**src/rtl/segment_pkg.sv**
```systemverilog
// Shared defaults and width helper for the seven-segment scan generator.
package segment_pkg;

  localparam int DEF_NUM_DIGITS     = 8;
  localparam int DEF_DWELL_CYCLES   = 14637;
  localparam int DEF_BLANK_CYCLES   = 64;
  localparam bit DEF_SEL_ACTIVE_LOW = 1'b1;

  // Register width able to hold 0..n-1, never narrower than one bit.
  function automatic int min1_clog2(input int n);
    int w;
    w = $clog2(n);
    return (w < 1) ? 1 : w;
  endfunction

endpackage

```
**src/rtl/segment_next_digit.sv**
```systemverilog
// Rotate-priority search: the first enabled digit after idx, wrapping past
// the last digit back to 0. Holds idx when no other digit is enabled.
module segment_next_digit
  import segment_pkg::*;
#(
  parameter int NUM_DIGITS = DEF_NUM_DIGITS,
  localparam int IW = min1_clog2(NUM_DIGITS)
) (
  input  logic [IW-1:0]         idx_i,
  input  logic [NUM_DIGITS-1:0] mask_i,
  output logic [IW-1:0]         next_o
);

  int            pos;
  logic [IW-1:0] cand;
  logic          found;

  // Walk idx+1 .. idx+NUM_DIGITS-1 (mod NUM_DIGITS) and keep the first hit.
  always_comb begin
    next_o = idx_i;
    found  = 1'b0;
    pos    = 0;
    cand   = '0;
    for (int k = 1; k < NUM_DIGITS; k++) begin
      pos = int'(idx_i) + k;
      if (pos >= NUM_DIGITS) pos = pos - NUM_DIGITS;
      cand = IW'(pos);
      if (!found && mask_i[cand]) begin
        next_o = cand;
        found  = 1'b1;
      end
    end
  end

endmodule

```
**src/rtl/segment_scanner.sv**
```systemverilog
// Time-multiplexing scan generator for multi-digit seven-segment displays.
// A slot counter divides the clock into per-digit dwell periods, the first
// BLANK_CYCLES of each slot are dark to suppress ghosting, and the digit
// index rotates over the digits enabled in digit_mask.
module segment_scanner
  import segment_pkg::*;
#(
  parameter int NUM_DIGITS     = DEF_NUM_DIGITS,
  parameter int DWELL_CYCLES   = DEF_DWELL_CYCLES,
  parameter int BLANK_CYCLES   = DEF_BLANK_CYCLES,
  parameter bit SEL_ACTIVE_LOW = DEF_SEL_ACTIVE_LOW,
  localparam int IW = min1_clog2(NUM_DIGITS),
  localparam int CW = min1_clog2(DWELL_CYCLES)
) (
  input  logic                  Origin_Clock,
  input  logic                  reset,
  input  logic                  enable,
  input  logic [NUM_DIGITS-1:0] digit_mask,
  output logic [IW-1:0]         digit_index,
  output logic [NUM_DIGITS-1:0] digit_sel,
  output logic                  blank,
  output logic                  tick
);

  logic [CW-1:0]         cnt_q, cnt_d;
  logic [IW-1:0]         idx_q, idx_d;
  logic [IW-1:0]         idx_next;
  logic                  slot_last;
  logic                  past_blank;
  logic                  drive;
  logic [NUM_DIGITS-1:0] sel_hot;

  segment_next_digit #(
    .NUM_DIGITS (NUM_DIGITS)
  ) u_next (
    .idx_i  (idx_q),
    .mask_i (digit_mask),
    .next_o (idx_next)
  );

  assign slot_last = (cnt_q == CW'(DWELL_CYCLES - 1));

  // With no blanking every cycle of the slot is driven.
  if (BLANK_CYCLES == 0) begin : g_no_blank
    assign past_blank = 1'b1;
  end else begin : g_blank
    assign past_blank = (cnt_q >= CW'(BLANK_CYCLES));
  end

  // Next state: count through the slot while enabled, advance the digit on wrap.
  always_comb begin
    cnt_d = '0;
    idx_d = idx_q;
    if (enable) begin
      if (slot_last) begin
        cnt_d = '0;
        idx_d = idx_next;
      end else begin
        cnt_d = cnt_q + CW'(1);
      end
    end
  end

  // Slot counter and digit index; reset parks on digit 0 at slot start.
  always_ff @(posedge Origin_Clock or posedge reset) begin
    if (reset) begin
      cnt_q <= '0;
      idx_q <= '0;
    end else begin
      cnt_q <= cnt_d;
      idx_q <= idx_d;
    end
  end

  // Output decode; reset is folded in so outputs go dark without a clock edge.
  always_comb begin
    drive   = ~reset & enable & past_blank & digit_mask[idx_q];
    sel_hot = '0;
    if (drive) sel_hot[idx_q] = 1'b1;
    digit_sel   = SEL_ACTIVE_LOW ? ~sel_hot : sel_hot;
    blank       = ~drive;
    tick        = ~reset & enable & slot_last;
    digit_index = idx_q;
  end

endmodule
```
**config.mk**
```make
export PLATFORM = sky130hd
export DESIGN_NAME = segment_scanner
export DESIGN_NICKNAME = d
export VERILOG_FILES = /design/src/rtl/segment_pkg.sv /design/src/rtl/segment_next_digit.sv /design/src/rtl/segment_scanner.sv
export SDC_FILE = /design/constraint.sdc
export NUM_CORES = 1
export LEC_CHECK = 0
export ABC_CLOCK_PERIOD_IN_PS = 5820
export CAP_MARGIN = 20
export CORE_MARGIN = 5
export CORE_UTILIZATION = 59
export DETAILED_ROUTE_END_ITERATION = 8
export PLACE_DENSITY = 0.95
export SLEW_MARGIN = 20
export SYNTH_ARGS = -nofsm -noshare
export SYNTH_HDL_FRONTEND = slang
export SYNTH_SLANG_ARGS = --single-unit
```
**constraint.sdc**
```tcl
create_clock -name Origin_Clock -period 5.82 [get_ports Origin_Clock]
set_input_delay 1.164 -clock Origin_Clock [delete_from_list [all_inputs] [get_ports Origin_Clock]]
set_output_delay 1.164 -clock Origin_Clock [all_outputs]
set_load 0.1 [all_outputs]
```
==> impl_metrics.yaml <==
outcome:
  outcome: "finished, final reports clean"
cts:
  cts_resized: 0
  tritoncts: "done"
  clkSlewWorstSetupHoldPaths_ns: 0.09
  clock_tree.root_cell: "clkbuf_4"
  cts_setup_buffers: 0
  cts_made_buffers: 3
  number_of_clock_sinks: 17
  ctsHtreeMaxLevel: 1
  clock_insertion_delay_worst_skew_ns: 0.29
  cts_buffer_depth: 2
  cts_hold_repair.buffers: 0
worst_hold_path:
  hold_path.class: "flip-flop to flip-flop"
  hold_depth: 1
  hold_path_startpoint: "cnt_q[0]"
  hold_end: "cnt_q[0]"
sta:
  timing.final.ws_setup_ns: 1.60
  finalMaxSlewViolations: 0
  setup_repair_after_global_routing_missed_its_margin: "false"
  slew-limit-headroom: 0.354
  transition_time_of_the_tightest_slew_check_pin_ns: 0.966
  report.final.hold_viol_count: 0
  report.final.setup_viol: 0
  min_period_ns: 4.22
  final_min_period_over_clock_period: 0.726
  fmaxAchievable_mhz: 237
  totalNegativeSetupSlack_ns: 0
  clock_skew_ns: 0.00132
  holdWs_ns: 0.529
final_layout:
  final-instance-count-excl-fill: 237
  nFillCells: 218
  syn_to_final_growth_pct: 12.7
  layout-drive-gt1-share: 0.184
  stdcell_area_mm2: 0.00196
  finalCoreUtilization: 0.700
  final_antenna_diode_count: 0
  final_nets: 226
power_and_ir_drop:
  worst_ir_drop_vdd_mv: 0.122
  power.switching_fraction: 0.371
  power_per_cell_area_mw_per_mm2: 172
  power.total_mw: 0.337
  static-leakage-power_nw: 0.806
  switchingPower_mw: 0.125
  sequentialPowerShare: 0.389
  power.internal_mw: 0.212
  share_comb_of_total_power: 0.425
  clock_power_share: 0.185
placed_design:
  gp_congestion: 0.907
  place.port_buffers: 23
  placed_cell_area_mm2: 0.00194
  dpl_worst_slack_ns: 1.59
  place_hpwl_um: 2800
  number_of_placed_instances_with_taps_included: 233
logic_synthesis:
  synth-seq-area-share: 0.244
  synth_top_area_cell: "dfrtp_1"
  postSynth.topFlopCell: "dfrtp_1"
  cell_area_after_technology_mapping_mm2: 0.00174
  synth_edf_count: 0
  postSynthRegisterBits: 17
  synth_area_leaders: "dfrtp_1 (24%), mux4_2 (12%), ha_1 (5.7%)"
  synth_area_per_cell_um2: 9.42
  synth.top_cell.area_share: 0.244
  synthesis.instances: 185
  synth_fp_nets: 204
  postSynth.asyncResetShare: 1.00
  ys_types: 49
  yosysWarnings: 0
setup_path:
  crit_chain: "clkdlybuf4s50_1 > mux4_2 > mux2i_1 > a211o_1 > nor2_1 > nand2_1 > buf_4"
  cp_max_fo: 7
  regToRegSetupSlack_ns: 2.15
  crit_path_top_delay_cell: "mux4_2"
  criticalPathCategory: "input pin to output pin"
  startpoint_kind_of_the_worst_setup_timing_path: "input pin"
  worst_path_max_stage_delay_ns: 0.56
  critical_path.reg2reg.endpoint: "digit_index[2]"
  arrival_time_at_the_worst_endpoint_ns: 3.06
  timing.critical_path.max_delay_family: "buffers and inverters"
  cp_data_required_time_ns: 4.66
  worst-r2r-cell-count: 9
  crit_path_end_kind: "output pin"
  crit_buf_inv: 2
  regToRegStartpoint: "digit_index[0]"
route:
  drtPass1Iterations: 4
  routed_via_density: 6.16
  initialDrtViolationCount: 65
  wl_um: 3620
  route.detailed.drc: 0
  via_count: 1461
  routedWlPerCell_um: 15.3
  antenna_violating_nets_left: 0
job:
  count_of_max_cap_constraint_violations: 0
grt:
  grtUsageTotal: 0.186
  grt_antenna_before_repair: 0
  grt_pass1_vias: 1360
  grt_remaining_overflow: 0
  maximum_number_of_pins_on_one_net_before_global_route_repair: 20
  grt_pass1_wl_um: 6200
floorplanning:
  io-pin-count: 24
  core_area_mm2: 0.00281
  initial_core_util: 0.621
  die_area_mm2: 0.00414
  total_number_of_placement_rows: 19
  die_height_um: 64.4
  die_width_um: 64.4
[Yosys cell counts, drive strengths merged, types with 3 or more instances]
master	count
nor2	25
mux2i	8
xor2	9
nor3	4
ha	8
and3	4
inv	8
xnor2	6
a211oi	3
buf	6
nand3	11
a21oi	4
dfrtp	17
mux2	5
mux4	11
nand2	27
[cells by family after synthesis]
family | count (synthesis) | synth area share
flops | 17 | 0.244
compound gates | 23 | 0.108
simple gates | 83 | 0.221
mux | 24 | 0.229
fa+ha+maj | 8 | 0.0574
buf+inv | 15 | 0.0495
xor+xnor | 15 | 0.0905
[worst register-to-register path, cell delays in order (launching register included)]
cell,delay (ns)
dfrtp_1,0.87
inv_1,0.31
ha_1,0.67
mux4_1,0.70
mux2i_2,0.27
and2_2,0.23
nand2_1,0.07
or2_1,0.20
o2bb2ai_1,0.12
a31oi_1,0.15
[layout make-up]
| type | instances | area (µm²) | share of cell area |
|---|---|---|---|
| clock buffers | 4 | 26.3 | 0.0134 |
| well taps | 31 | 38.8 | 0.0197 |
| repair buffers | 24 | 213 | 0.108 |
| multi-input cells | 153 | 1230 | 0.627 |
| inverters | 8 | 30.0 | 0.0153 |
| flip-flops and latches | 17 | 425 | 0.217 |
[state kept, by name (all words and copies together), names as in the netlist]
name         count
digit_index      3
cnt_q           14
[worst max path at each step]
stage / start / endpoint / slack (ns) / cells past startpoint
global route: digit_mask[7] / digit_sel[6] / 1.45 / 7
detailed placement: digit_mask[7] / digit_sel[6] / 1.59 / 7
finish: digit_mask[7] / digit_sel[6] / 1.60 / 7
global placement: digit_mask[7] / digit_sel[6] / 1.67 / 7
CTS: digit_mask[7] / digit_sel[6] / 1.59 / 7
floorplan: digit_index[0] / digit_sel[0] / 1.23 / 6
[per-layer routing]
layer	track usage	wire length, µm
met1	0.250	1640
met2	0.307	1730
met3	0.0315	187
met4	0.0554	61
met5	0	0
[layout by cell type (no fill, tap or decap), types with 2 or more instances in the layout]
cell and instances:
mux4_1 2, ha_1 8, mux2i_2 2, a31oi_1 2, clkdlybuf4s50_1 13, xor2_1 8, a21oi_1 4, nor3b_1 2
a211oi_1 2, xnor2_1 5, nand3_1 11, nand2_1 26, dfrtp_1 17, nor3_1 4, nor4_1 2, inv_1 8
mux4_2 9, o22ai_1 2, mux2i_1 6, and3_1 4, nor2_1 24, mux2_2 4, buf_4 11, nand4_1 2
clkbuf_4 3
[power by group through the flow]
stage	clock network (mW)	registers, mW	logic [mW]
floorplan	0	0.137	0.110
global placement	0	0.134	0.139
detailed placement	0	0.134	0.142
CTS	0.0637	0.131	0.143
global route	0.0699	0.132	0.156
finish	0.0625	0.131	0.143
(Power assumes the default switching activity.)
